`src/rtl/dsp_dot_accum_if.sv`:
```
// Handshake bundle for dsp_dot_accum: upstream tag/credit side plus the
// downstream valid/ready group-result stream.
interface dsp_dot_accum_if #(
    parameter int ACC_WIDTH = 80,
    parameter int CNT_WIDTH = 16
);
    logic                        in_valid;
    logic                        in_first;
    logic                        in_last;
    logic                        in_ready;
    logic                        out_valid;
    logic                        out_ready;
    logic signed [ACC_WIDTH-1:0] out_sum;
    logic [CNT_WIDTH-1:0]        out_count;
    logic                        out_ovf;

    // Environment side: drives beat tags and consumes finished groups.
    modport master (
        output in_valid, in_first, in_last, out_ready,
        input  in_ready, out_valid, out_sum, out_count, out_ovf
    );

    // Accumulator side.
    modport slave (
        input  in_valid, in_first, in_last, out_ready,
        output in_ready, out_valid, out_sum, out_count, out_ovf
    );
endinterface

```
`src/rtl/dsp_dot_accum.sv`:
```
// Group accumulator behind the non-stallable DSP dot-product chain.
// Beat tags ride a delay line matched to the chain latency, aligned results
// are summed with saturation, and finished groups land in a FWFT FIFO.
// Upstream is throttled by credits so the FIFO can never overflow.
//
// state | meaning
// ------+-----------------------------------------------------------
// IDLE  | no open group; next valid beat starts one
// ACCUM | group open; beats add into acc until one carries last
module dsp_dot_accum #(
    parameter int IN_WIDTH    = 64,
    parameter int ACC_WIDTH   = 80,
    parameter int MAC_LATENCY = 6,
    parameter int FIFO_DEPTH  = 4,
    parameter int CNT_WIDTH   = 16
) (
    input  logic                       clk,
    input  logic                       rst_n,
    dsp_dot_accum_if.slave             bus,
    input  logic signed [IN_WIDTH-1:0] mac_result,
    output logic                       err
);
    localparam int PTR_W = $clog2(FIFO_DEPTH);
    localparam int CW    = PTR_W + 1;
    localparam logic [ACC_WIDTH-1:0] ACC_MAX = {1'b0, {(ACC_WIDTH-1){1'b1}}};
    localparam logic [ACC_WIDTH-1:0] ACC_MIN = {1'b1, {(ACC_WIDTH-1){1'b0}}};
    localparam logic [CNT_WIDTH-1:0] CNT_ONE = CNT_WIDTH'(1);

    typedef enum logic {IDLE, ACCUM} state_t;

    // tag bit order: {valid, first, last}
    logic [2:0] tag_q [MAC_LATENCY];
    logic [2:0] tag_d [MAC_LATENCY];

    state_t                      state_q, state_d;
    logic signed [ACC_WIDTH-1:0] acc_q, acc_d;
    logic [CNT_WIDTH-1:0]        cnt_q, cnt_d;
    logic                        ovf_q, ovf_d;
    logic                        err_q, err_d;

    logic [CW-1:0]    fifo_count_q, fifo_count_d;
    logic [CW-1:0]    inflight_q, inflight_d;
    logic [PTR_W-1:0] wr_ptr_q, wr_ptr_d;
    logic [PTR_W-1:0] rd_ptr_q, rd_ptr_d;

    logic signed [ACC_WIDTH-1:0] mem_sum_q [FIFO_DEPTH];
    logic [CNT_WIDTH-1:0]        mem_cnt_q [FIFO_DEPTH];
    logic                        mem_ovf_q [FIFO_DEPTH];

    logic                        in_ready;
    logic                        accept;
    logic                        accept_last;
    logic                        d_valid, d_first, d_last;
    logic signed [ACC_WIDTH-1:0] mac_ext;
    logic [ACC_WIDTH:0]          sum_wide;
    logic                        sat_hit;
    logic signed [ACC_WIDTH-1:0] sat_sum;
    logic [CNT_WIDTH-1:0]        cnt_inc;
    logic                        push;
    logic                        pop;
    logic                        fifo_nonempty;
    logic [CW:0]                 credit_used;

    assign credit_used = {1'b0, fifo_count_q} + {1'b0, inflight_q};
    assign in_ready    = credit_used < (CW+1)'(FIFO_DEPTH);
    assign accept      = bus.in_valid && in_ready;
    assign accept_last = accept && bus.in_last;

    assign d_valid = tag_q[MAC_LATENCY-1][2];
    assign d_first = tag_q[MAC_LATENCY-1][1];
    assign d_last  = tag_q[MAC_LATENCY-1][0];

    // Signed size cast sign-extends the chain result to the accumulator width.
    assign mac_ext  = ACC_WIDTH'(mac_result);
    assign sum_wide = {acc_q[ACC_WIDTH-1], acc_q} + {mac_ext[ACC_WIDTH-1], mac_ext};
    assign sat_hit  = sum_wide[ACC_WIDTH] != sum_wide[ACC_WIDTH-1];
    assign sat_sum  = sat_hit ? (sum_wide[ACC_WIDTH] ? ACC_MIN : ACC_MAX)
                              : sum_wide[ACC_WIDTH-1:0];
    assign cnt_inc  = (cnt_q == '1) ? cnt_q : cnt_q + CNT_ONE;

    // Tag delay line: rejected beats enter as all-zero so their results are dropped.
    always_comb begin
        tag_d[0] = {accept, accept && bus.in_first, accept_last};
        for (int i = 1; i < MAC_LATENCY; i++) begin
            tag_d[i] = tag_q[i-1];
        end
    end

    // Group FSM and accumulator next-state; a group closes on any aligned last.
    always_comb begin
        state_d = state_q;
        acc_d   = acc_q;
        cnt_d   = cnt_q;
        ovf_d   = ovf_q;
        err_d   = err_q;
        push    = 1'b0;
        if (d_valid) begin
            if ((state_q == IDLE && !d_first) || (state_q == ACCUM && d_first)) begin
                err_d = 1'b1;
            end
            // A stray beat in IDLE opens a group; a new first in ACCUM drops the partial sum.
            if (d_first || state_q == IDLE) begin
                acc_d = mac_ext;
                cnt_d = CNT_ONE;
                ovf_d = 1'b0;
            end else begin
                acc_d = sat_sum;
                cnt_d = cnt_inc;
                ovf_d = ovf_q | sat_hit;
            end
            if (d_last) begin
                push    = 1'b1;
                state_d = IDLE;
            end else begin
                state_d = ACCUM;
            end
        end
    end

    assign fifo_nonempty = fifo_count_q != '0;
    assign pop           = fifo_nonempty && bus.out_ready;

    // FIFO pointers and credit bookkeeping; coincident events cancel naturally.
    always_comb begin
        wr_ptr_d     = wr_ptr_q + PTR_W'(push);
        rd_ptr_d     = rd_ptr_q + PTR_W'(pop);
        fifo_count_d = fifo_count_q + CW'(push) - CW'(pop);
        inflight_d   = inflight_q + CW'(accept_last) - CW'(push);
    end

    // Control state registers.
    always_ff @(posedge clk or negedge rst_n) begin
        if (!rst_n) begin
            for (int i = 0; i < MAC_LATENCY; i++) begin
                tag_q[i] <= 3'b000;
            end
            state_q      <= IDLE;
            acc_q        <= '0;
            cnt_q        <= '0;
            ovf_q        <= 1'b0;
            err_q        <= 1'b0;
            fifo_count_q <= '0;
            inflight_q   <= '0;
            wr_ptr_q     <= '0;
            rd_ptr_q     <= '0;
        end else begin
            tag_q        <= tag_d;
            state_q      <= state_d;
            acc_q        <= acc_d;
            cnt_q        <= cnt_d;
            ovf_q        <= ovf_d;
            err_q        <= err_d;
            fifo_count_q <= fifo_count_d;
            inflight_q   <= inflight_d;
            wr_ptr_q     <= wr_ptr_d;
            rd_ptr_q     <= rd_ptr_d;
        end
    end

    // FIFO storage; contents are masked by the occupancy count, so no reset needed.
    always_ff @(posedge clk) begin
        if (push) begin
            mem_sum_q[wr_ptr_q] <= acc_d;
            mem_cnt_q[wr_ptr_q] <= cnt_d;
            mem_ovf_q[wr_ptr_q] <= ovf_d;
        end
    end

    assign bus.in_ready  = in_ready;
    assign bus.out_valid = fifo_nonempty;
    assign bus.out_sum   = fifo_nonempty ? mem_sum_q[rd_ptr_q] : '0;
    assign bus.out_count = fifo_nonempty ? mem_cnt_q[rd_ptr_q] : '0;
    assign bus.out_ovf   = fifo_nonempty && mem_ovf_q[rd_ptr_q];
    assign err           = err_q;

    // The credit rule guarantees every push finds a free FIFO slot.
    a_no_fifo_overflow : assert property (@(posedge clk) disable iff (!rst_n)
        !(push && fifo_count_q == CW'(FIFO_DEPTH)));
endmodule

```
`src/flat_wrapper.sv`:
```
// flat-port wrapper written by rule: the top's interface ports become plain ports
module dsp_dot_accum_flat 
#(
    parameter int IN_WIDTH    = 64,
    parameter int ACC_WIDTH   = 80,
    parameter int MAC_LATENCY = 6,
    parameter int FIFO_DEPTH  = 4,
    parameter int CNT_WIDTH   = 16
)
  (clk, rst_n, mac_result, err, bus_in_valid, bus_in_first, bus_in_last, bus_out_ready, bus_in_ready, bus_out_valid, bus_out_sum, bus_out_count, bus_out_ovf);
  dsp_dot_accum_if #(.ACC_WIDTH(ACC_WIDTH), .CNT_WIDTH(CNT_WIDTH)) bus_i ();
  input  logic clk;
  input  logic rst_n;
  input  logic signed [IN_WIDTH-1:0] mac_result;
  output logic err;
  input wire logic [$bits(bus_i.in_valid)-1:0] bus_in_valid;
  input wire logic [$bits(bus_i.in_first)-1:0] bus_in_first;
  input wire logic [$bits(bus_i.in_last)-1:0] bus_in_last;
  input wire logic [$bits(bus_i.out_ready)-1:0] bus_out_ready;
  output wire logic [$bits(bus_i.in_ready)-1:0] bus_in_ready;
  output wire logic [$bits(bus_i.out_valid)-1:0] bus_out_valid;
  output wire logic [$bits(bus_i.out_sum)-1:0] bus_out_sum;
  output wire logic [$bits(bus_i.out_count)-1:0] bus_out_count;
  output wire logic [$bits(bus_i.out_ovf)-1:0] bus_out_ovf;
  assign bus_i.in_valid = bus_in_valid;
  assign bus_i.in_first = bus_in_first;
  assign bus_i.in_last = bus_in_last;
  assign bus_i.out_ready = bus_out_ready;
  assign bus_in_ready = bus_i.in_ready;
  assign bus_out_valid = bus_i.out_valid;
  assign bus_out_sum = bus_i.out_sum;
  assign bus_out_count = bus_i.out_count;
  assign bus_out_ovf = bus_i.out_ovf;
  dsp_dot_accum #(.IN_WIDTH(IN_WIDTH), .ACC_WIDTH(ACC_WIDTH), .MAC_LATENCY(MAC_LATENCY), .FIFO_DEPTH(FIFO_DEPTH), .CNT_WIDTH(CNT_WIDTH)) u_core (.clk(clk), .rst_n(rst_n), .bus(bus_i), .mac_result(mac_result), .err(err));
endmodule
```
`config.mk`:
```
export PLATFORM = sky130hd
export DESIGN_NAME = dsp_dot_accum_flat
export DESIGN_NICKNAME = d
export VERILOG_FILES = /design/src/rtl/dsp_dot_accum_if.sv /design/src/rtl/dsp_dot_accum.sv /design/src/flat_wrapper.sv
export SDC_FILE = /design/constraint.sdc
export NUM_CORES = 1
export LEC_CHECK = 0
export ABC_AREA = 1
export BUFFER_PORTS_ARGS = -buffer_cell sky130_fd_sc_hd__clkbuf_2
export CORE_ASPECT_RATIO = 1.25
export CORE_UTILIZATION = 40
export CTS_CLUSTER_DIAMETER = 100
export DETAILED_ROUTE_END_ITERATION = 8
export PLACE_DENSITY = 0.64
export SLEW_MARGIN = 20
export SYNTH_ARGS = -nofsm -noshare
export SYNTH_HDL_FRONTEND = slang
export SYNTH_SLANG_ARGS = --single-unit
```
`constraint.sdc`:
```
create_clock -name clk -period 25 [get_ports clk]
set_input_delay 5 -clock clk [delete_from_list [all_inputs] [get_ports clk]]
set_output_delay 5 -clock clk [all_outputs]
set_load 0.01 [all_outputs]
```
### Yosys cells after proc, flatten, opt, wreduce, memory -nomap -nowiden

Memory sizes are Yosys's and may differ from the RTL's.
Index checks and enable logic that the tools add are counted.

| cells by class | value |
|---|---|
| shift-type cells | 0 |
| equal/unequal tests | 2 |
| bitwise gates (word level) | 2 |
| div/mod/pow operators | 0 |
| muxes and demuxes | 16 |
| reductions and logical operators | 12 |
| magnitude comparators | 1 |
| add/sub/neg operators | 9 |
| multipliers | 0 |

Operators by type and width:

| kind | number |
|---|---|
| $mux 80 | 5 |
| $add 80x64->81 | 1 |
| $mux 16 | 4 |
| $add 16x1->16 const B | 1 |
| $eq 16x16->1 const B | 1 |
| $logic_and 1x1->1 | 7 |
| $mux 1 | 7 |
| $add 3x1->3 | 2 |
| $sub 3x1->3 | 2 |
| $add 2x1->2 | 2 |
| $add 3x3->4 | 1 |
| $lt 4x3->1 const B | 1 |
| $reduce_bool 3->1 | 1 |
| $logic_or 1x1->1 | 2 |
| $reduce_and 2->1 | 1 |
| $logic_not 1->1 | 1 |
| $ne 1x1->1 | 1 |
| $not 1->1 | 1 |
| $or 1x1->1 | 1 |

| word-level totals | value |
|---|---|
| RAM bits | 388 |
| memories kept | 3 |
| ROM bits | 0 |
| output and inout bits | 100 |
| logic and storage cells | 60 |
| bits in registers | 127 |
| latch bits | 0 |
| input port bits | 70 |

Memories:

| name | words | width | rd ports | clocked after memory_dff | write ports | RTL line | RTL |
|---|---|---|---|---|---|---|---|
| u_core.mem_sum_q | 4 | 80 | 1 | 0 | 1 | dsp_dot_accum.sv:46 | `logic signed [ACC_WIDTH-1:0] mem_sum_q [FIFO_DEPTH];` |
| u_core.mem_cnt_q | 4 | 16 | 1 | 0 | 1 | dsp_dot_accum.sv:47 | `logic [CNT_WIDTH-1:0] mem_cnt_q [FIFO_DEPTH];` |
| u_core.mem_ovf_q | 4 | 1 | 1 | 0 | 1 | dsp_dot_accum.sv:48 | `logic mem_ovf_q [FIFO_DEPTH];` |

### Logic depth before layout (Yosys ltp)

Gate-level depths: netlist of run 1.

| logic depth | value |
|---|---|
| depth after elaboration | 6 |
| mapped depth | 22 |
| depth with buffers taken out | 22 |

### Worst setup path after synthesis of run 1

Ideal clock, no wire load.

| path | value |
|---|---|
| path type | reg-to-reg |
| start point | reg u_core.tag_q (netlist bit u_core.d_valid) |
| end point | mem u_core.mem_cnt_q[0][0] (enable) |
| stages on the path, launching flop included | 4 |
| clock period less this slack | 7.962 ns |
| arrival | 7.290 ns |
| required time | 24.328 ns |
| setup time | 0.672 ns |
| buffers on the path | 1 |
| slack | 17.038 ns |
| cell sequence | dfrtp_1 > clkbuf_1 > nand2_1 > nor3_1 |

| on the way | value |
|---|---|
| longest elaborated chain between the ends | 3 |

Ends and longest elaborated chain:

| what | RTL line | RTL |
|---|---|---|
| from (decl) | dsp_dot_accum.sv:32 | `logic [2:0] tag_q [MAC_LATENCY];` |
| from (signal assigned) | dsp_dot_accum.sv:147 | `tag_q <= tag_d;` |
| $mux 1 | dsp_dot_accum.sv:97 | `if (d_valid) begin` |
| $mux 1 | dsp_dot_accum.sv:162 | `if (push) begin` |
| $mux 1 (implied by the code) | dsp_dot_accum.sv:164 | `mem_cnt_q[wr_ptr_q] <= cnt_d;` |
| to (decl) | dsp_dot_accum.sv:47 |  |

No other way between the ends.

### Worst setup path in the final report of run 1

| path | value |
|---|---|
| start point | reg u_core.rd_ptr_q[0] |
| end point | out bus_out_sum[71] |

| on the way | value |
|---|---|
| longest elaborated chain between the ends | 2 |

Ends and longest elaborated chain:

| what | RTL line | RTL |
|---|---|---|
| from (decl) | dsp_dot_accum.sv:44 | `logic [PTR_W-1:0] rd_ptr_q, rd_ptr_d;` |
| from (signal assigned) | dsp_dot_accum.sv:156 | `rd_ptr_q <= rd_ptr_d;` |
| $mem_v2 4x80 | - |  |
| $mux 80 | dsp_dot_accum.sv:171 | `assign bus.out_sum = fifo_nonempty ? mem_sum_q[rd_ptr_q] : '0;` |
| to (decl) | flat_wrapper.sv:22 | `output wire logic [$bits(bus_i.out_sum)-1:0] bus_out_sum;` |

No other way between the ends.

==> impl_results.md, run 1 <==
- Most common cell after layout, fill and taps aside: nand2_1
- Die area: 70700 um^2
- CTS root buf: clkbuf_16
- H-tree depth: 2
- R2r worst-path depth: 21
- Grt total ovfl: 0
- Clock slew at reported path FFs: 70 ps
- Vias per cell: 5.20
- Resized cells post-CTS: 0
- Most frequent cells in the layout: 838 x nand2_1, 749 x nor2_1, 388 x edfxtp_1
- Outcome: complete, no violations
- Synthesized area: 27900 um^2
- Top Usage Layer GRT: met2
- Total power: 0.00434 W
- Layout cells sized above 1: 8.70%
- Met1 usage: 30.6%
- First-pass GRT wire length: 133 mm
- Crit Reg-Reg Startpoint: u_core.acc_q[0]
- Sequential share of the synthesized area: 53.2%
- Post-layout util: 45.7%
- Iter 0 DRT Violations: 1934
- Critical path required time: 20000 ps
- Worst skew pair latency: 640 ps
- Top cell type's share of synthesized area: 41.8%
- Area leader, netlist: edfxtp_1
- Min-Delay Path Class: register to register
- WL final: 87.9 mm
- Crit path max fanout: 108
- Clk_skew: 77.7 ps
- Post-CTS Hold Buffers: 0
- Final slew viol count: 0
- First drt pass iteration count: 5
- Initial core utilization: 40.7%
- Crit end category: output port
- P&R area growth vs syn: 12.5%
- Worst r2r dst: u_core.mem_sum_q[3][65]
- Crit path launch: u_core.rd_ptr_q[0]
- Filler instances: 6839
- RSZ-0062 raised after global routing: no
- Max Cap Viol: 0
- Post-DR wirelength/cell: 19.7 um
- Tot GR Track Use: 24.7%
- Number of distinct library cells after synthesis: 40
- Minimum clock period: 8790 ps
- Met3 Use GR: 2.45%
- Hold Path Origin: u_core.tag_d[14]
- Final setup viols: 0
- Setup TNS: 0 ps
- Post-DP HPWL: 62.6 mm
- Post-CTS Setup Bufs: 0
- Initial antenna violation count: 0
- Routed via count: 23200
- WP data arrival: 3790 ps
- Startpoint Class: register
- Pwr Density: 139 nW/um^2
- CTS tree: built
- N_diodes: 0
- Antenna Violating Nets Remaining: 0
- Final hold vios: 0
- Main flop type after synthesis: edfxtp_1
- FFs w/ async S/R, synth: 24.7%
- Hold depth: 0
- Peak VDD IR: 0.104 mV
- Grt met2 use: 42.6%
- # rows: 107
- Leakage: 13.5 nW
- Fmax: 0.114 GHz
- Synth area leaders: edfxtp_1 42%, dfrtp_1 11%, nand2_1 11%
- Io pins: 170
- Core Footprint: 68500 um^2
- Slew HR: 26.8%
- Layout Nets: 3662
- CTS Sinks: 515
- RePlAce Congestion: 1.06
- Remaining DRCs: 0
- Post-Syn Nets: 3536
- Mean Syn Cell Area: 8.26 um^2
- CP Class: register to output port
- Chip width: 238 um
- Yosys reg bits: 515
- Pin count of the biggest net entering global routing: 109
- Cell count after synthesis: 3373
- Chip Height: 297 um
- Worst slew pin tran: 1090 ps
- YS warnings: 0
- Final clock period utilization by the worst path: 35.2%
- Clk buf depth: 3
- Clock buffer count from CTS: 50
- Number of flops mapped to enable cells by yosys: 388
- Count of input and output buffers: 169
- Min-Delay Endpoint: u_core.tag_d[11]
- Vias in the first global route: 22400
- R2R Setup Slk: 20820 ps
## cell families after synthesis
family	synth area share, %
AND/OR/NAND/NOR	24.5
buffers and inverters	5.88
XOR/XNOR	1.85
adder cells (fa/ha/maj)	4.26
AO/OA/AOI/OAI	10.3
flip-flops	53.2
## Yosys cell counts, drive strengths merged (4+ instances only)
library cell / number
nand4: 14
edfxtp: 388
nand3b: 8
nor2: 753
nand2: 849
and3: 4
o21bai: 25
xor2: 45
o211ai: 5
o21ai: 255
a21oi: 223
dfrtp: 127
nand3: 89
xnor2: 14
a21o: 7
a31oi: 5
clkbuf: 86
nor3: 22
ha: 90
a21boi: 5
inv: 301
buf: 32
o21a: 9
## layout make-up
class | instances | area, um^2 | area share (%)
Timing Repair Buffer | 192 | 1020 | 3.27
Clock inverter | 25 | 374 | 1.19
Inverter | 302 | 1140 | 3.64
Clock buffer | 68 | 1370 | 4.37
Sequential cell | 515 | 14800 | 47.3
Multi-Input combinational cell | 2438 | 11400 | 36.5
Tap cell | 926 | 1160 | 3.70
## stage by stage
stage | cell area, um^2 | cells | setup slack [ps] | hold slack (ps)
5_1_grt | 31400 | 4466 | 16030 | 327
3_5_place_dp | 29600 | 4373 | 16080 | 335
3_3_place_gp | 29600 | 4373 | 16060 | 331
4_1_cts | 31300 | 4466 | 16140 | 316
6_report | 31400 | 4466 | 16210 | 318
2_1_floorplan | 27900 | 3373 | 17040 | 331
## routing by layer
| layer | wire [um] | up-vias |
|---|---|---|
| met5 | 0 | - |
| met4 | 4740 | 0 |
| met3 | 4260 | 192 |
| met2 | 43200 | 674 |
| met1 | 35700 | 11100 |
| li1 | - | 11300 |
## worst max-delay path, cell delays in order, from the launching register on
cell	delay, ps
dfrtp_4	750
inv_4	470
buf_4	820
o21ai_0	210
a21oi_1	460
clkbuf_2	220
## state kept, by name (all words and copies together) (netlist names)
signal               cells
u_core.err               1
u_core.d_valid           1
u_core.acc_q            80
u_core.state_q           1
u_core.d_first           1
u_core.tag_d            15
u_core.inflight_q        3
u_core.mem_sum_q       320
u_core.fifo_count_q      3
u_core.cnt_q            16
u_core.mem_cnt_q        64
u_core.wr_ptr_q          2
u_core.d_last            1
u_core.rd_ptr_q          2
u_core.ovf_q             1
u_core.mem_ovf_q         4
## worst max-delay path by stage
stage / endpoint
floorplan: u_core.mem_cnt_q[0][0]
global placement: u_core.mem_sum_q[1][65]
detailed placement: u_core.mem_sum_q[0][65]
CTS: bus_out_sum[69]
global route: bus_out_sum[71]
finish: bus_out_sum[71]
## report_power, final
part / internal (W) / total (W) / leakage, nW / switching (W)
registers: 0.00114 / 0.00124 / 5.08 / 0.0000939
logic: 0.000691 / 0.00232 / 7.57 / 0.00163
clock network: 0.000452 / 0.000786 / 0.835 / 0.000333
Note: power is estimated with default switching activity, not from simulation.
==> run 2, diff against run 1 <==
==> constraint.sdc (replaced) <==
create_clock -name clk -period 8.2 [get_ports clk]
set_input_delay 1.64 -clock clk [delete_from_list [all_inputs] [get_ports clk]]
set_output_delay 1.64 -clock clk [all_outputs]
set_load 0.01 [all_outputs]
==> impl_results.md, run 2 (same netlist as run 1, synthesis figures left out) <==
- N_diodes: 0
- Min-Delay Path Class: register to register
- First drt pass iteration count: 6
- Largest regs: u_core.mem_sum_q x320, u_core.acc_q x80, u_core.mem_cnt_q x64
- Worst slew pin tran: 1020 ps
- Layout Nets: 3662
- Count of input and output buffers: 169
- Chip width: 238 um
- P&R area growth vs syn: 13.1%
- CP Class: register to output port
- Most common cell after layout, fill and taps aside: nand2_1
- Non-Filler Instances: 4468
- Initial antenna violation count: 0
- DR WL met2: 43.3 mm
- Total power: 0.0134 W
- Vias per cell: 5.14
- Tot GR Track Use: 24.7%
- Combinational Power Share: 52.9%
- Clock buffer count from CTS: 51
- Remaining DRCs: 0
- CTS root buf: clkbuf_16
- Final hold vios: 0
- Placed Instances: 4372
- Routed via count: 23000
- Slew HR: 32.2%
- Hold slack: 331 ps
- Largest Register: u_core.mem_sum_q
- Resized cells post-CTS: 0
- Clk_skew: 42.5 ps
- CTS Sinks: 515
- Worst skew pair latency: 630 ps
- Sw Pwr: 0.00631 W
- Top layer in use: met4
- Clk network pwr share: 19.1%
- RePlAce Congestion: 1.06
- Leakage: 13.5 nW
- Startpoint Class: register
- Met1 WL: 35.8 mm
- Final setup viols: 0
- Crit end category: output port
- Grt total ovfl: 0
- Critical path required time: 6560 ps
- Minimum clock period: 5310 ps
- RSZ-0062 raised after global routing: no
- Iter 0 DRT Violations: 1835
- H-tree depth: 2
- Post-CTS Hold Buffers: 0
- Layout cells sized above 1: 8.89%
- Setup TNS: 0 ps
- Most frequent cells in the layout: 838 x nand2_1, 749 x nor2_1, 388 x edfxtp_1
- # rows: 107
- Post-CTS Setup Bufs: 0
- Die area: 70700 um^2
- Sw Ratio: 47.0%
- Final slew viol count: 0
- Vias in the first global route: 22300
- Antenna Violating Nets Remaining: 0
- Io pins: 170
- Clock slew at reported path FFs: 70 ps
- Post-DP HPWL: 62.6 mm
- Clk buf depth: 3
- CTS tree: built
- Initial core utilization: 40.7%
- Seq pwr share: 28.0%
- WP data arrival: 3670 ps
- Internal power: 0.00711 W
- Fmax: 0.188 GHz
- Peak VDD IR: 0.206 mV
- Outcome: complete, no violations
- WL final: 87.7 mm
- Crit path max fanout: 78
- Max reg flops: 320
- First-pass GRT wire length: 133 mm
- Wire length on met3: 4.01 mm
- Pwr Density: 426 nW/um^2
- Pin count of the biggest net entering global routing: 90
- Core Footprint: 68500 um^2
- Final clock period utilization by the worst path: 64.8%
- Chip Height: 297 um
- Max Cap Viol: 0
- Post-DR wirelength/cell: 19.6 um
-- run 2: cell types whose count changed in the layout (fill, tap and decap cells not counted), sizes merged --
cell,delta
clkinvlp,+3
clkbuf,-8
inv,+4
bufinv,+4
buf,-1
-- run 2: cell type report --
type | instances | area [um^2]
flip-flops and latches | 515 | 14800
fillers | 6738 | 37000
clock inverters | 36 | 522
well taps | 926 | 1160
clock buffers | 60 | 1350
multi-input cells | 2438 | 11400
inverters | 302 | 1140
repair buffers | 191 | 1050
-- run 2: worst paths after layout --
check | start | to | slack (ps) | cells after the start
max in group asynchronous | rst_n | u_core.rd_ptr_q[1] | 5830 | 2
min in group asynchronous | rst_n | u_core.cnt_q[1] | 1020 | 1
setup reg to reg | u_core.acc_q[0] | u_core.mem_sum_q[2][21] | 3770 | 20
setup / recovery | u_core.rd_ptr_q[0] | bus_out_sum[69] | 2890 | 5
hold / removal | u_core.tag_d[14] | u_core.tag_d[11] | 330 | 0
hold reg to reg | u_core.tag_d[14] | u_core.tag_d[11] | 330 | 0
-- run 2: metrics by stage --
step                      utilization (%)  instance area (um^2)  setup WS [ps]
after global placement               43.2                 29600           2430
after detailed placement             43.2                 29600           2360
after floorplan                         -                 27900            238
final                                46.0                 31500           2890
after global routing                 46.0                 31500           2700
after CTS                            45.9                 31500           2820
-- run 2: power groups by stage --
stage          Combinational, W  Clock [W]  Sequential, W
2_1_floorplan           0.00477          0        0.00366
3_3_place_gp            0.00702          0        0.00380
3_5_place_dp            0.00707          0        0.00380
4_1_cts                 0.00709    0.00260        0.00375
5_1_grt                 0.00785    0.00269        0.00379
6_report                0.00710    0.00257        0.00376
-- run 2: worst max-delay path: stages (launching register included) --
cell	delay (ps)
dfrtp_4	740
inv_4	620
buf_4	690
o21ai_0	190
a21oi_1	450
clkbuf_2	220
-- run 2: per-layer routing --
metal  global-route usage (%)  vias up
li1                         -    11300
met1                     30.6    10900
met2                     42.7      639
met3                     2.63      186
met4                     12.2        0
met5                        0        -
